**src/rtl/key_instr_issuer.sv**
```systemverilog
// Debounces raw key presses, maps them to 3-bit instructions and presents each for a fixed hold window.
// Optional auto-repeat while the key stays held is compiled in when KEY_AUTOREPEAT_EN is defined.
module key_instr_issuer #(
  parameter int DEB_CYCLES    = 16,
  parameter int HOLD_CYCLES   = 4,
  parameter int CNT_W         = 16,
  parameter int REPEAT_CYCLES = 1024
) (
  input  logic       clk,
  input  logic       rst,
  input  logic [3:0] key_code,
  input  logic       key_down,
  input  logic       ready,
  output logic       new_instruction,
  output logic [2:0] instruction,
  output logic       busy,
  output logic       err
);

  typedef enum logic [2:0] {
    WAIT_KEY,
    DEB_PRESS,
    ISSUE,
    WAIT_READY,
    DEB_RELEASE
  } state_t;

  localparam logic [2:0]       IDLE_CODE = 3'b101;
  localparam logic [CNT_W-1:0] DEB_MAX   = CNT_W'(DEB_CYCLES);
  localparam logic [CNT_W-1:0] DEB_LAST  = CNT_W'(DEB_CYCLES - 1);
  localparam logic [CNT_W-1:0] HOLD_LAST = CNT_W'(HOLD_CYCLES - 1);

  // Parameter sanity checks resolved at elaboration.
  if (DEB_CYCLES < 1 || HOLD_CYCLES < 2 || REPEAT_CYCLES < 1) begin : g_bad_range
    $error("key_instr_issuer: parameter below its minimum");
  end
  if ((DEB_CYCLES >> CNT_W) != 0 || (HOLD_CYCLES >> CNT_W) != 0 ||
      (REPEAT_CYCLES >> CNT_W) != 0) begin : g_bad_width
    $error("key_instr_issuer: CNT_W too narrow for the configured cycle counts");
  end

  state_t           r_state;
  state_t           w_state_next;
  logic [CNT_W-1:0] r_cnt;
  logic [CNT_W-1:0] w_cnt_next;
  logic [CNT_W-1:0] w_cnt_inc;
  logic [3:0]       r_key;
  logic [3:0]       w_key_next;
  logic             w_err_next;
  logic             w_mapped;
  logic             w_rpt_fire;

  logic             r_new_instruction;
  logic [2:0]       r_instruction;
  logic             r_busy;
  logic             r_err;

  assign w_mapped  = (r_key <= 4'h4);
  assign w_cnt_inc = (r_cnt == '1) ? r_cnt : r_cnt + 1'b1;

`ifdef KEY_AUTOREPEAT_EN
  localparam logic [CNT_W-1:0] RPT_LAST = CNT_W'(REPEAT_CYCLES - 1);
  logic [CNT_W-1:0] r_rpt_cnt;
  logic             w_rpt_hold;

  assign w_rpt_hold = (r_state == DEB_RELEASE) && key_down && (key_code == r_key);
  assign w_rpt_fire = w_rpt_hold && w_mapped && (r_rpt_cnt >= RPT_LAST);

  // Hold counter only advances while the same key stays down after release debounce began.
  always_ff @(posedge clk) begin
    if (rst) begin
      r_rpt_cnt <= '0;
    end else if (w_rpt_hold && !w_rpt_fire) begin
      r_rpt_cnt <= (r_rpt_cnt == '1) ? r_rpt_cnt : r_rpt_cnt + 1'b1;
    end else begin
      r_rpt_cnt <= '0;
    end
  end
`else
  assign w_rpt_fire = 1'b0;
`endif

  // NOTE: sequential state uses non-blocking assignments so every register samples pre-edge values.
  always_ff @(posedge clk) begin
    if (rst) begin
      r_state <= WAIT_KEY;
      r_cnt   <= '0;
      r_key   <= '0;
    end else begin
      r_state <= w_state_next;
      r_cnt   <= w_cnt_next;
      r_key   <= w_key_next;
    end
  end

  // NOTE: every output of this block gets a default first so no path can infer a latch.
  always_comb begin
    w_state_next = r_state;
    w_cnt_next   = r_cnt;
    w_key_next   = r_key;
    w_err_next   = 1'b0;
    unique case (r_state)
      WAIT_KEY: begin
        w_cnt_next = '0;
        if (key_down) begin
          w_key_next   = key_code;
          w_state_next = DEB_PRESS;
        end
      end
      DEB_PRESS: begin
        if (!key_down || key_code != r_key) begin
          w_cnt_next   = '0;
          w_state_next = WAIT_KEY;
        end else if (r_cnt >= DEB_MAX) begin
          w_cnt_next = '0;
          if (w_mapped) begin
            w_state_next = ISSUE;
          end else begin
            w_err_next   = 1'b1;
            w_state_next = DEB_RELEASE;
          end
        end else begin
          w_cnt_next = w_cnt_inc;
        end
      end
      ISSUE: begin
        if (r_cnt >= HOLD_LAST) begin
          w_cnt_next   = '0;
          w_state_next = WAIT_READY;
        end else begin
          w_cnt_next = w_cnt_inc;
        end
      end
      WAIT_READY: begin
        w_cnt_next = '0;
        if (ready) begin
          w_state_next = DEB_RELEASE;
        end
      end
      DEB_RELEASE: begin
        if (w_rpt_fire) begin
          w_cnt_next   = '0;
          w_state_next = ISSUE;
        end else if (key_down) begin
          w_cnt_next = '0;
        end else if (r_cnt >= DEB_LAST) begin
          w_cnt_next   = '0;
          w_state_next = WAIT_KEY;
        end else begin
          w_cnt_next = w_cnt_inc;
        end
      end
      default: begin
        w_cnt_next   = '0;
        w_state_next = WAIT_KEY;
      end
    endcase
  end

  // Output stage: registered view of the current state, so issue starts one cycle after ISSUE is entered.
  always_ff @(posedge clk) begin
    if (rst) begin
      r_new_instruction <= 1'b0;
      r_instruction     <= IDLE_CODE;
      r_busy            <= 1'b0;
      r_err             <= 1'b0;
    end else begin
      r_new_instruction <= (r_state == ISSUE);
      r_instruction     <= (r_state == ISSUE) ? r_key[2:0] : IDLE_CODE;
      r_busy            <= (r_state != WAIT_KEY);
      r_err             <= w_err_next;
    end
  end

  assign new_instruction = r_new_instruction;
  assign instruction     = r_instruction;
  assign busy            = r_busy;
  assign err             = r_err;

endmodule

```
**config.mk**
```make
export PLATFORM = sky130hd
export DESIGN_NAME = key_instr_issuer
export DESIGN_NICKNAME = d
export VERILOG_FILES = /design/src/rtl/key_instr_issuer.sv
export SDC_FILE = /design/constraint.sdc
export NUM_CORES = 1
export LEC_CHECK = 0
export ABC_AREA = 1
export CAP_MARGIN = 20
export CORE_ASPECT_RATIO = 1.5
export CORE_MARGIN = 3
export CORE_UTILIZATION = 40
export DETAILED_ROUTE_END_ITERATION = 6
export PLACE_DENSITY = 0.67
export SYNTH_ARGS = -nofsm -noshare
export SYNTH_HDL_FRONTEND = slang
export SYNTH_SLANG_ARGS = --single-unit
```
**constraint.sdc**
```tcl
create_clock -name clk -period 2 [get_ports clk]
set_clock_uncertainty 0.05 [all_clocks]
set_input_delay 0.4 -clock clk [delete_from_list [all_inputs] [get_ports clk]]
set_output_delay 0.4 -clock clk [all_outputs]
set_load 0.01 [all_outputs]
```
Word-level counts from Yosys, hierarchy flattened
Cells that the tools add are included.
{"block": "word_totals", "wordCells": 52, "inputBits": 8, "output_inout_bits": 6, "reg_bits": 29}
{"block": "classes", "eq_ne": 12, "reduce_logical": 8, "order_cmp": 4, "add_sub_neg": 1, "bitwise_logic": 3, "n_mux": 17}
{"cell": "$mux W16", "n": 6}
{"cell": "$pmux W16 S3", "n": 1}
{"cell": "$mux W3", "n": 8}
{"cell": "$add A16 B1 Y16 const B", "n": 1}
{"cell": "$eq A16 B16 Y1 const B", "n": 1}
{"cell": "$ge A16 B2 Y1 const B", "n": 1}
{"cell": "$ge A16 B4 Y1 const B", "n": 1}
{"cell": "$ge A16 B5 Y1 const B", "n": 1}
{"cell": "$pmux W3 S5", "n": 1}
{"cell": "$ne A2 B2 Y1 const B", "n": 5}
{"cell": "$eq A3 B2 Y1 const B", "n": 2}
{"cell": "$reduce_and A6 Y1", "n": 1}
{"cell": "$le A4 B3 Y1 const B", "n": 1}
{"cell": "$ne A4 B4 Y1", "n": 1}
{"cell": "$reduce_or A4 Y1", "n": 1}
{"cell": "$eq A3 B1 Y1 const B", "n": 1}
{"cell": "$eq A3 B3 Y1 const B", "n": 1}
{"cell": "$logic_not A3 Y1", "n": 1}
{"cell": "$ne A3 B3 Y1 const B", "n": 1}
{"cell": "$not A1 Y1", "n": 3}
{"cell": "$reduce_bool A3 Y1", "n": 1}
{"cell": "$reduce_and A2 Y1", "n": 1}
{"cell": "$reduce_or A2 Y1", "n": 1}
{"cell": "$logic_not A1 Y1", "n": 1}
{"cell": "other kinds (2)", "n": 2}

Depth between registers and ports, before layout
{"block": "logic_depth", "depth_word": 5, "mapped_depth": 11, "ltp_nobuf": 11}

Worst setup path after synthesis
No wires, ideal clock.
{"block": "synth_timing", "path_type": "flip-flop to flip-flop", "startpoint": "reg r_cnt[1]", "endpoint": "reg r_state[2]", "period_less_slack_ps": 1415, "setup_time_ps": 114, "path_buffers": 0, "path_stages_with_launch": 11, "slack_ps": 585, "required_ps": 1836, "arrival_time_ps": 1251, "path_cell_list": "dfxtp_1 > ha_1 > inv_1 > nor2_4 > nor2_1 > nand3_1 > nand2_2 > nor2_4 > nand2_2 > nor2_1 > nor2_2"}
{"block": "synth_between", "elab_chain_len": 3, "elab_cells_between_ends": 7, "cone_classes": "order compare (3); eq/ne (3); reduce/logical (1)"}
{"element": "from (decl)", "line": "44", "rtl": "logic [CNT_W-1:0] r_cnt;"}
{"element": "from (signal assigned)", "line": "91", "rtl": "r_cnt <= w_cnt_next;"}
{"element": "$ge A16 B5 Y1, or another cell as far along", "line": "114", "rtl": "end else if (r_cnt >= DEB_MAX) begin"}
{"element": "$ne A3 B3 Y1 (no line) or $ne A2 B2 Y1 (tied branches)"}
{"element": "$reduce_and A6 Y1 (no line) (*)"}
{"element": "to (signal assigned)", "line": "90", "rtl": "r_state <= w_state_next;"}
{"element": "to (decl)", "line": "42", "rtl": "state_t r_state;"}
Mark *: on every way between the ends. The rest lies on a longest branch, timed or not.
A chain may end at the register's enable or synchronous reset.

Worst setup path after layout
{"block": "layout_timing", "startpoint": "in key_code[1]", "endpoint": "reg r_state[2]"}
{"block": "layout_between", "elab_chain_len": 4, "elab_cells_between_ends": 6, "cone_classes": "eq/ne (2); mux (2); reduce/logical (2)"}
{"element": "from (decl)", "line": "11", "rtl": "input logic [3:0] key_code,"}
{"element": "$ne A4 B4 Y1 (*)", "line": "111", "rtl": "if (!key_down || key_code != r_key) begin"}
{"element": "$logic_or A1 B1 Y1 (*)", "line": "111"}
{"element": "$ne A3 B3 Y1 (no line) or $mux W3 (tied branches)"}
{"element": "$reduce_and A6 Y1 (no line) or $pmux W3 S5 (tied branches)"}
Marked as above.

==> results.cfg <==
[outcome]
status = complete, no violations

[final_layout]
drive_gt1_share_pct = 13.6
final_nets = 210
diodes = 0
syn_to_final_growth_pct = 23.8
utilization_pct = 53.0
fill_cells = 291

[clock_tree]
ctsResizeCount = 0
cts_hold_buf = 0
cts_buffer_depth = 2
cts_max_level = 2
insertion_delay_ns = 0.27
cts_buffers = 5
cts_root_buf = clkbuf_8
postCtsSetupRepairBufs = 0
clk_pin_slew_worst_paths_ns = 0.06
cts_tree = done
clock_sinks = 29

[pwr]
p_int_mw = 1.15
p_seq_share_pct = 42.7
swShare_pct = 33.9
p_leak_nw = 0.686
peakVddDrop_uv = 660
powerDensity_nw_per_um2 = 1100
fin_total_pwr_mw = 1.73
p_switching_mw = 0.587
combPwrFrac_pct = 31.0
p_clk_share_pct = 26.3

[route]
avgRoutedWirePerCell_um = 9.97
dr.pass1.iters = 4
viasPerCell = 4.68
vias = 1115
postRouteAntennaNets = 0
drc = 0
drtIter0Drc = 20
routed_wl_um = 2370

[die]
pin_count = 14
dieArea_sq_um = 3910
die_x_um = 52.1
dieHeight_um = 75.1
core-area_sq_um = 2970
initial_core_util_pct = 42.8
rows = 24

[setup_path]
cp_slowest_cell = clkdlybuf4s50_1
path_common_cell = nand2_1
critPathKind = in -> reg
crit_chain = clkdlybuf4s50_1 -> inv_1 -> nand2_1 -> nand2_1 -> nor2_1 -> inv_1 -> nor2_2 -> nand3_2 -> nand2_2 -> nand2_1 -> nand2_1 -> nor2_2
crit_path_start_kind = input port
worstPathRequired_ns = 2.12
critical_path_arrival_ns = 1.84
crit_path_max_incr_delay_ns = 0.51
worst_setup_path_end_kind = register
critPathTopFamily = simple AND/OR/NAND/NOR gates
path_buf_inv = 3
cp_max_fo = 5
r2r_slack_ns = 0.46

[placed_design]
dpl_worst_slack_ns = 0.0167
place_congestion = 0.881
post-dp-hpwl_um = 1870
io_buffers = 13

[synthesis]
yosysTopAreaCellShare_pct = 45.6
seq_area_frac_synth_pct = 45.6
yosysTopAreaCell = dfxtp_1
ys_ff_latch = 29
synth_area_per_cell_sq_um = 7.53
synthTopCellsByArea = dfxtp_1, nand2_1, nor2_1
yosysWarnings = 0
synth_cells = 169
synth.distinct_cells = 24
syn_area_sq_um = 1270

[timing]
rsz0062_at_grt = false
setup_viol = 0
fmax_mhz = 583
hold_viol = 0
period_share_pct = 85.7
slew_viol_final = 0
min_period_ns = 1.71
tns_ns = 0
fin_ws_ns = 0.285

[global_route]
grt_pass1_wl_um = 4130
grt_max_degree = 9
grt_pass1_vias = 1057
grt_usage_pct = 14.5
antenna_found_initial = 0
grt_overflow = 0

[hold_path]
hp-class = reg -> reg

[flow_run]
maxCapViolCount = 0
[worst register-to-register path, cell delays in order (launching register included)]
cell     delay [ns]
dfxtp_1        0.36
ha_1           0.20
inv_1          0.07
nor2_4         0.14
nor2_1         0.08
nand3_1        0.09
nand2_2        0.07
nor2_4         0.15
nand2_2        0.07
nor2_1         0.11
nor2_2         0.05
[stage by stage]
stage | instances | area (sq um) | hold WS (ns)
after floorplan | 179 | 1310 | 0.397
after global placement | 231 | 1490 | 0.427
after detailed placement | 231 | 1490 | 0.439
after CTS | 238 | 1580 | 0.448
after global routing | 238 | 1580 | 0.477
final | 238 | 1580 | 0.447
[state kept, by name, summed over array words and instances (netlist names)]
name             count
r_cnt               16
r_key                4
instruction          3
r_state              3
busy                 1
err                  1
new_instruction      1
[worst paths after layout]
path,from,endpoint,cells after the start
worst max-delay path,key_code[1],r_state[2]$_SDFFE_PP0P_,12
worst min register to register,r_key[3]$_SDFFE_PP0P_,r_key[3]$_SDFFE_PP0P_,2
worst min-delay path,r_key[3]$_SDFFE_PP0P_,r_key[3]$_SDFFE_PP0P_,2
worst max register to register,r_cnt[1]$_SDFF_PP0_,r_state[2]$_SDFFE_PP0P_,10
[cell type report]
class / instances / area (sq um) / share of cell area, %
tap: 39 / 48.8 / 3.10
multi-input combinational: 127 / 643 / 40.8
sequential: 29 / 581 / 36.9
inverter: 23 / 86.3 / 5.48
timing repair buffer: 13 / 130 / 8.26
clock buffer: 7 / 86.3 / 5.48
[cells in the mapped netlist, drive strengths merged]
cell / count
dfxtp: 29
a31oi: 1
or2: 1
a21oi: 8
nor2: 33
nand3b: 1
nand4: 2
nor4: 1
xor2: 1
nand2: 38
ha: 3
o21ai: 9
xnor2: 1
nor3: 2
inv: 23
and2: 1
nand3: 14
conb: 1
[logic make-up (layout without fill, tap and decap cells)]
| group | Yosys count | count (layout) | synth area share (%) |
|---|---|---|---|
| simple gates | 93 | 93 | 35.8 |
| xor+xnor | 2 | 2 | 1.38 |
| buf+inv | 23 | 43 | 6.78 |
| compound gates | 18 | 18 | 7.18 |
| other cells | 1 | 11 | 0.295 |
| flops | 29 | 29 | 45.6 |
| fa+ha+maj | 3 | 3 | 2.95 |
[layer usage]
metal	global-route usage [%]	part of all wire [%]	vias to the layer above
met3	4.95	6.1	7
met4	8.75	2.5	0
li1	-	-	577
met2	26.4	53	27
met5	0	0	-
met1	13.8	38	504
[cells in the final DEF (no fill, tap or decap), types with 4 or more instances in the layout]
cell type,Yosys,routed
dfxtp_1,29,29
nand3_1,11,11
clkdlybuf4s50_1,0,13
o21ai_0,8,8
inv_2,4,4
clkbuf_8,0,6
conb_1,1,11
nor2_1,25,25
nand2_2,5,5
nor2_4,4,4
nand2_1,33,33
inv_1,19,19
a21oi_1,8,8
nor2_2,4,4
[power by group through the flow]
| stage | clock network [mW] | registers (mW) | logic, mW |
|---|---|---|---|
| 3_5_place_dp | 0 | 0.753 | 0.533 |
| 6_report | 0.455 | 0.740 | 0.538 |
| 2_1_floorplan | 0 | 0.751 | 0.382 |
| 4_1_cts | 0.476 | 0.741 | 0.538 |
| 3_3_place_gp | 0 | 0.747 | 0.519 |
| 5_1_grt | 0.505 | 0.752 | 0.601 |
(Power assumes the default switching activity.)
